`config.mk`:
```
export PLATFORM = sky130hd
export DESIGN_NAME = uart_cpu_link_ctrl
export DESIGN_NICKNAME = d
export VERILOG_FILES = /design/src/rtl/uart_cpu_link_ctrl.sv
export SDC_FILE = /design/constraint.sdc
export NUM_CORES = 1
export LEC_CHECK = 0
export ABC_AREA = 1
export BUFFER_PORTS_ARGS = -buffer_cell sky130_fd_sc_hd__buf_2
export CORE_MARGIN = 4
export CORE_UTILIZATION = 50
export CTS_CLUSTER_DIAMETER = 120
export DETAILED_ROUTE_END_ITERATION = 7
export GPL_TIMING_DRIVEN = 0
export PLACE_DENSITY = 0.73
export SYNTH_ARGS = -nofsm -noshare
export SYNTH_HDL_FRONTEND = slang
export SYNTH_SLANG_ARGS = --single-unit
```
`constraint.sdc`:
```
create_clock -name clk -period 1.5 [get_ports clk]
set_input_delay 0.225 -clock clk [delete_from_list [all_inputs] [get_ports clk]]
set_output_delay 0.225 -clock clk [all_outputs]
set_load 0.05 [all_outputs]
```
`src/rtl/uart_cpu_link_ctrl.sv`:
```
// UART-to-CPU link controller: buffers received bytes, presents them one at a
// time with an interrupt/acknowledge handshake, and holds the CPU-written LED register.
module uart_cpu_link_ctrl #(
   parameter int DEPTH   = 4,
   parameter int AW      = 2,
   parameter int TIMEOUT = 255
) (
   input  logic          clk,
   input  logic          rst_n,
   input  logic          rx_valid,
   input  logic [7:0]    rx_data,
   input  logic          rx_frame_err,
   output logic [7:0]    uart_to_cpu_buf,
   output logic          read_int,
   input  logic          cpu_end_read,
   output logic [AW:0]   fifo_level,
   output logic          overrun,
   output logic [7:0]    err_count,
   input  logic [7:0]    leds_array,
   input  logic          write_leds,
   output logic [7:0]    leds
);

   typedef enum logic [1:0] {IDLE, PRESENT, WAIT_ACK, RELEASE} state_t;

   state_t          state_reg;
   logic [7:0]      mem [DEPTH];
   logic [AW-1:0]   wr_ptr_reg;
   logic [AW-1:0]   rd_ptr_reg;
   logic [AW:0]     level_reg;
   logic [15:0]     timer_reg;
   logic            ack_prev_reg;
   logic            leds_prev_reg;

   logic ack_rise;
   logic full;
   logic good;
   logic pop;
   logic push;

   assign ack_rise   = cpu_end_read & ~ack_prev_reg;
   assign full       = (level_reg == (AW+1)'(DEPTH));
   assign good       = rx_valid & ~rx_frame_err;
   assign pop        = (state_reg == WAIT_ACK) && ack_rise;
   // A pop frees the head slot in the same cycle, so a full FIFO can still accept.
   assign push       = good & (~full | pop);
   assign fifo_level = level_reg;

   always_ff @(posedge clk) begin
      if (push)
         mem[wr_ptr_reg] <= rx_data;
   end

   always_ff @(posedge clk) begin
      if (!rst_n) begin
         state_reg       <= IDLE;
         wr_ptr_reg      <= '0;
         rd_ptr_reg      <= '0;
         level_reg       <= '0;
         timer_reg       <= '0;
         ack_prev_reg    <= 1'b0;
         leds_prev_reg   <= 1'b0;
         uart_to_cpu_buf <= 8'h00;
         read_int        <= 1'b0;
         overrun         <= 1'b0;
         err_count       <= 8'h00;
         leds            <= 8'h00;
      end else begin
         ack_prev_reg  <= cpu_end_read;
         leds_prev_reg <= write_leds;
         if (write_leds && !leds_prev_reg)
            leds <= leds_array;

         if (push)
            wr_ptr_reg <= wr_ptr_reg + 1'b1;
         if (pop)
            rd_ptr_reg <= rd_ptr_reg + 1'b1;
         case ({push, pop})
            2'b10:   level_reg <= level_reg + 1'b1;
            2'b01:   level_reg <= level_reg - 1'b1;
            default: level_reg <= level_reg;
         endcase

         if (good && full && !pop)
            overrun <= 1'b1;
         if (rx_valid && rx_frame_err && err_count != 8'hFF)
            err_count <= err_count + 8'd1;

         read_int <= 1'b0;
         case (state_reg)
            IDLE: begin
               if (level_reg != '0) begin
                  uart_to_cpu_buf <= mem[rd_ptr_reg];
                  read_int        <= 1'b1;
                  state_reg       <= PRESENT;
               end
            end
            PRESENT: begin
               timer_reg <= '0;
               state_reg <= WAIT_ACK;
            end
            WAIT_ACK: begin
               // Acknowledge wins over a timeout landing on the same edge.
               if (ack_rise) begin
                  state_reg <= RELEASE;
               end else if (timer_reg == 16'(TIMEOUT - 1)) begin
                  read_int  <= 1'b1;
                  state_reg <= PRESENT;
               end else begin
                  timer_reg <= timer_reg + 16'd1;
               end
            end
            RELEASE: begin
               if (!cpu_end_read)
                  state_reg <= IDLE;
            end
            default: state_reg <= IDLE;
         endcase
      end
   end

endmodule

```
==> results.sh, run 1 <==
export IMPL_cts_tree="yes"
export IMPL_ios=51
export IMPL_syn2layout_area_growth_pct=28.00
export IMPL_leakage_nw=2.087
export IMPL_setup_tns_ps=-146.4
export IMPL_rsz0062_at_grt="true"
export IMPL_violations="setup timing"
export IMPL_worstSetupPathType="register to register"
export IMPL_max_freq_mhz=657.5
export IMPL_hold_viol=0
export IMPL_slew_headroom_pct=55.41
export IMPL_worstPathMaxFanout=8
export IMPL_yosys_top_cells_area="dfxtp_1 (27%), edfxtp_1 (24%), nand2_1 (9.2%)"
export IMPL_grt_max_degree=18
export IMPL_via_per_inst=5.190
export IMPL_drc=0
export IMPL_synth_top_area_share_pct=27.04
export IMPL_synth_seq_area_share_pct=51.53
export IMPL_worstSetupStartpointType="register"
export IMPL_period_minus_slack_ps=1521
export IMPL_grt_usage_pct=20.42
export IMPL_fillers=637
export IMPL_largest_reg_flops=32
export IMPL_netlist_instances=480
export IMPL_core_area_um2=7687
export IMPL_cp_required_ps=1580
export IMPL_synth_ff_type="dfxtp_1"
export IMPL_dieHeight_um=96.59
export IMPL_clock_sinks=85
export IMPL_maxCapViolCount=0
export IMPL_vias=3493
export IMPL_fp_dieW_um=96.59
export IMPL_rows=32
export IMPL_worst_slack_ps=-20.93
export IMPL_cts_buffer_depth=2
export IMPL_grt_pass1_vias=3210
export IMPL_avgRoutedWirePerCell_um=14.07
export IMPL_n_antenna_cell=0
export IMPL_final_cells=673
export IMPL_skew_ps=7.648
export IMPL_min_period_over_period_pct=101.4
export IMPL_yosys_warnings=0
export IMPL_cts_hold_buf=0
export IMPL_worstPathArrival_ps=1600
export IMPL_slew_viol_final=0
export IMPL_grt_pass1_wl_um=14620
export IMPL_antenna_found_initial=0
export IMPL_drive_above_1_share_pct=31.35
export IMPL_die_area_um2=9329
export IMPL_avgSynthCellArea_um2=8.175
export IMPL_setup_viol=14
export IMPL_worst_pin_slew_ps=668.9
export IMPL_status="finished, violations left"
export IMPL_numPlacedInstances=632
export IMPL_drtIter0Drc=151
export IMPL_cts_buffers=9
export IMPL_clk_latency_ps=360
export IMPL_wl_um=9470
export IMPL_cts_root_buf="clkbuf_8"
export IMPL_grt_overflow_total=0
export IMPL_synth_edff_count=32
export IMPL_worst_setup_path_end_kind="register"
export IMPL_synthArstFlopShare_pct=0
export IMPL_path_clk_slew_ps=90
export IMPL_ir_drop_mv=1.037
export IMPL_yosysTopAreaCell="dfxtp_1"
export IMPL_synth_cell_type_count=30
export IMPL_synth_nets=510
export IMPL_initial_core_util_pct=51.04
export IMPL_yosys_register_bits=85
export IMPL_gp_congestion=0.8814
export IMPL_portBuffers=50
export IMPL_fin_nets=596
export IMPL_firstDrtPassIters=5
export IMPL_dpl_hpwl_um=6101
export IMPL_worst_hold_path_type="input pin to register"
export IMPL_h_tree_depth=3
export IMPL_ant_nets=0
export IMPL_powerDensity_nw_per_um2=1312
export IMPL_synth_area_um2=3924
## worst max-delay path, cell delays in order (launching register included)
cell and delay [ps]:
dfxtp_4 360, inv_4 70, nand2_8 50, nor2_4 150, nor2_4 60, nor2_4 180, inv_4 90, nor2_4 140
buf_12 140
## power breakdown
part / switching, W / internal [W] / total [W] / leakage (nW)
sequential: 0.000113 / 0.00260 / 0.00271 / 0.737
combinational: 0.00148 / 0.000852 / 0.00233 / 1.26
clock: 0.000916 / 0.000635 / 0.00155 / 0.0896
## metrics by stage
stage | instance area, um^2 | utilization [%] | hold slack, ps | total power [W] | setup WS, ps
after floorplan | 3999 | - | 318.5 | 0.004123 | -49.68
after global placement | 4377 | 56.93 | 437.6 | 0.004522 | -282.2
after detailed placement | 4377 | 56.93 | 447.0 | 0.004556 | -309.1
after CTS | 4742 | 61.69 | 56.18 | 0.006195 | -50.66
after global routing | 5022 | 65.33 | 61.84 | 0.006930 | -123.3
final | 5022 | 65.33 | 72.44 | 0.006592 | -20.93
## per-layer routing
metal,vias to the layer above,share of wire [%],GRT usage (%)
met3,20,6.4,4.957
met5,-,0,0
li1,1743,-,-
met2,109,49,35.11
met4,0,2.0,6.308
met1,1621,42,25.32
## placed cells by master, fill, tap and decap left out, types with 2 or more instances in the layout
master | netlist | final
a21oi_1 | 28 | 21
a21oi_2 | 0 | 6
buf_12 | 0 | 3
buf_2 | 3 | 52
buf_4 | 1 | 18
buf_6 | 4 | 3
buf_8 | 0 | 3
clkbuf_1 | 4 | 3
clkbuf_16 | 0 | 3
clkbuf_8 | 0 | 9
clkinvlp_4 | 0 | 3
dfxtp_1 | 53 | 28
dfxtp_2 | 0 | 19
dfxtp_4 | 0 | 6
edfxtp_1 | 32 | 32
ha_1 | 7 | 5
inv_1 | 42 | 38
inv_2 | 4 | 5
inv_4 | 0 | 2
inv_6 | 0 | 3
nand2_1 | 96 | 90
nand2_2 | 6 | 11
nand2_4 | 3 | 2
nand2_8 | 0 | 2
nand3_1 | 21 | 19
nand3_4 | 0 | 2
nand4_1 | 6 | 6
nor2_1 | 92 | 83
nor2_2 | 2 | 4
nor2_4 | 6 | 13
nor3_1 | 7 | 7
o21ai_0 | 39 | 37
o21ai_1 | 1 | 3
o21bai_1 | 2 | 2
o22ai_1 | 8 | 8
xnor2_1 | 3 | 3
xor2_1 | 5 | 5
## synth_stat cells, types with 4 or more instances
cell type / n
nand4_1: 6
o21ai_0: 39
a21oi_1: 28
nor3_1: 7
clkbuf_1: 4
edfxtp_1: 32
inv_2: 4
ha_1: 7
nor2_4: 6
xor2_1: 5
o22ai_1: 8
nand2_1: 96
buf_6: 4
dfxtp_1: 53
nor2_1: 92
inv_1: 42
nand3_1: 21
nand2_2: 6
## what timing repair did
| item | in CTS | in global routing |
|---|---|---|
| cloned | 0 | 3 |
| pin swaps | 8 | 12 |
| endpoints found under the setup margin | 43 | 65 |
| setup buffers | 15 | 9 |
| gates resized for setup | 8 | 53 |
## cell families (layout without fill, tap and decap cells)
family          Yosys count  count (layout)  synth area share (%)
flops                    85              85                 51.53
buf+inv                  59             150                 6.600
compound gates           80              80                 10.71
xor+xnor                  8               8                 1.786
fa+ha+maj                 8               8                 2.742
simple gates            240             240                 26.63
## worst paths after layout
kind / startpoint / endpoint / slack [ps] / depth (start not counted)
setup reg to reg: state_reg[0] / mem[2][2] / -20 / 8
hold / removal: write_leds / leds_prev_reg / 70 / 3
setup / recovery: state_reg[0] / mem[2][2] / -20 / 8
hold reg to reg: timer_reg[0] / timer_reg[0] / 470 / 1
## layout make-up
cell class	instances	area, um^2	area share, %
Buffer	11	90.09	1.794
Clock buffer	9	123.9	2.466
Clock inverter	7	66.31	1.320
Inverter	47	185.2	3.687
Multi-Input combinational cell	336	1818	36.20
Sequential cell	85	2068	41.18
Tap cell	102	127.6	2.541
Timing Repair Buffer	76	543.0	10.81
No activity file was read; power rests on OpenSTA's default activity.
==> inputs of run 2 (changes only) <==
--- a/config.mk
+++ b/config.mk
@@ -13,6 +13,7 @@
 export DETAILED_ROUTE_END_ITERATION = 7
 export GPL_TIMING_DRIVEN = 0
 export PLACE_DENSITY = 0.73
+export SKIP_LAST_GASP = 1
 export SYNTH_ARGS = -nofsm -noshare
 export SYNTH_HDL_FRONTEND = slang
 export SYNTH_SLANG_ARGS = --single-unit
==> results.sh, run 2 (synthesized netlist as in run 1, its figures left out) <==
export IMPL_initial_core_util_pct=51.04
export IMPL_max_freq_mhz=657.3
export IMPL_grt_usage_pct=20.42
export IMPL_firstDrtPassIters=6
export IMPL_placed_area_um2=4377
export IMPL_avgRoutedWirePerCell_um=14.05
export IMPL_powerDensity_nw_per_um2=1320
export IMPL_skew_ps=7.520
export IMPL_crit_top_cell="nor2_4"
export IMPL_violations="setup timing"
export IMPL_syn2layout_area_growth_pct=27.33
export IMPL_cts_hold_buf=0
export IMPL_antenna_found_initial=0
export IMPL_cp_required_ps=1580
export IMPL_rows=32
export IMPL_worst_slack_ps=-21.30
export IMPL_maxCapViolCount=0
export IMPL_hold_viol=0
export IMPL_r2r_start="state_reg[0]"
export IMPL_largest_reg_flops=32
export IMPL_worstSetupStartpointType="register"
export IMPL_rsz0062_at_grt="true"
export IMPL_worst_pin_slew_ps=666.4
export IMPL_cts_buffers=9
export IMPL_holdWs_ps=72.96
export IMPL_timing_rr_end="mem[2][2]"
export IMPL_fin_area_um2=4996
export IMPL_die_area_um2=9329
export IMPL_period_minus_slack_ps=1521
export IMPL_slowest_stage="dfxtp_4"
export IMPL_slew_headroom_pct=55.57
export IMPL_grt_max_degree=18
export IMPL_critPathMaxStageDelay_ps=360
export IMPL_cts_tree="yes"
export IMPL_ff2ff_path_depth=8
export IMPL_rrSetupSlack_ps=-20
export IMPL_worst_hold_path_type="input pin to register"
export IMPL_via_per_inst=5.205
export IMPL_n_antenna_cell=0
export IMPL_path_clk_slew_ps=90
export IMPL_grt_pass1_wl_um=14620
export IMPL_dieHeight_um=96.59
export IMPL_critPathCapture="mem[2][2]"
export IMPL_vias=3503
export IMPL_cts_buffer_depth=2
export IMPL_drc=0
export IMPL_netSwitchingFraction_pct=38.13
export IMPL_worst_setup_path_end_kind="register"
export IMPL_dpl_hpwl_um=6101
export IMPL_worstSetupPathType="register to register"
export IMPL_final_cells=673
export IMPL_final_common_cell="nand2_1"
export IMPL_fin_nets=596
export IMPL_h_tree_depth=3
export IMPL_worstPathArrival_ps=1600
export IMPL_drive_above_1_share_pct=30.65
export IMPL_p_sw_w=0.002515
export IMPL_cp_startpoint="state_reg[0]"
export IMPL_final_cell_mix="nand2_1 (91), nor2_1 (85), buf_2 (52), inv_1 (38), o21ai_0 (37)"
export IMPL_grt_pass1_vias=3210
export IMPL_comb_power_share_pct=35.4
export IMPL_power_internal_w=0.004080
export IMPL_slew_viol_final=0
export IMPL_worstPathMaxFanout=8
export IMPL_numPlacedInstances=632
export IMPL_power_frac_clock_pct=23.6
export IMPL_drtIter0Drc=148
export IMPL_ant_nets=0
export IMPL_ir_drop_mv=1.054
export IMPL_path_cells="inv_4 -> nand2_8 -> nor2_4 -> nor2_4 -> nor2_4 -> inv_4 -> nor2_4 -> buf_12"
export IMPL_leakage_nw=2.082
export IMPL_ios=51
export IMPL_setup_viol=14
export IMPL_grt_overflow_total=0
export IMPL_clk_latency_ps=360
export IMPL_gp_congestion=0.8814
export IMPL_clock_sinks=85
export IMPL_fp_dieW_um=96.59
export IMPL_seqPwrFrac_pct=41.1
export IMPL_status="finished, violations left"
export IMPL_core_area_um2=7687
export IMPL_cts_root_buf="clkbuf_8"
export IMPL_portBuffers=50
export IMPL_post_route_util_pct=64.99
export IMPL_wl_um=9453
export IMPL_min_period_over_period_pct=101.4
[run 2: cell counts in the layout (fill, tap and decap cells not counted)]
Identical to the previous run, type by type.
[run 2: how the worst min path moves through the flow]
stage / startpoint / to / slack [ps] / depth (start not counted)
final: write_leds / leds_prev_reg / 70 / 3
after detailed placement: rx_data[7] / mem[2][7] / 450 / 1
after global placement: rx_data[5] / mem[0][5] / 440 / 1
after CTS: cpu_end_read / ack_prev_reg / 60 / 3
after floorplan: cpu_end_read / ack_prev_reg / 320 / 2
after global routing: rx_data[0] / mem[3][0] / 60 / 1
[run 2: layout make-up]
class | instances | area [um^2]
Clock buffer | 9 | 123.9
Inverter | 47 | 185.2
Tap cell | 102 | 127.6
Timing Repair Buffer | 76 | 543.0
Clock inverter | 7 | 66.31
Multi-Input combinational cell | 336 | 1793
Buffer | 11 | 90.09
Fill cell | 637 | 2691
Sequential cell | 85 | 2067
[run 2: metrics by stage]
step / TNS, ps / worst slack (ps) / total power, W
4_1_cts: -244.9 / -50.66 / 0.006195
5_1_grt: -2907 / -99.68 / 0.006933
2_1_floorplan: -85.30 / -49.68 / 0.004123
3_3_place_gp: -11050 / -282.2 / 0.004522
3_5_place_dp: -12000 / -309.1 / 0.004556
6_report: -160.9 / -21.30 / 0.006595
[run 2: metal layers]
metal  vias to the layer above  wire length [um]  global-route usage (%)
met5                         -                 0                       0
met4                         0               167                   6.308
met3                        19               580                   4.957
met2                       104              4660                   35.11
met1                      1637              4044                   25.32
li1                       1743                 -                       -
[run 2: timing repair]
| action | 4_1_cts | 5_1_grt |
|---|---|---|
| cloned | 0 | 3 |
| endpoints found under the setup margin | 43 | 65 |
| pin swaps | 8 | 12 |
| setup buffers | 15 | 9 |
| resized for setup | 8 | 47 |
[run 2: critical path, delay by kind of cell (launching register included)]
kind	cells	cell delay [ps]
buffers and inverters	3	300
and+or+nand+nor	5	570
DFF	1	360
[run 2: power by group through the flow]
stage,registers [W],clock network (W),logic [W]
global placement,0.00276,0,0.00176
finish,0.00271,0.00155,0.00233
global route,0.00273,0.00168,0.00253
CTS,0.00271,0.00159,0.00190
detailed placement,0.00277,0,0.00178
floorplan,0.00320,0,0.000924
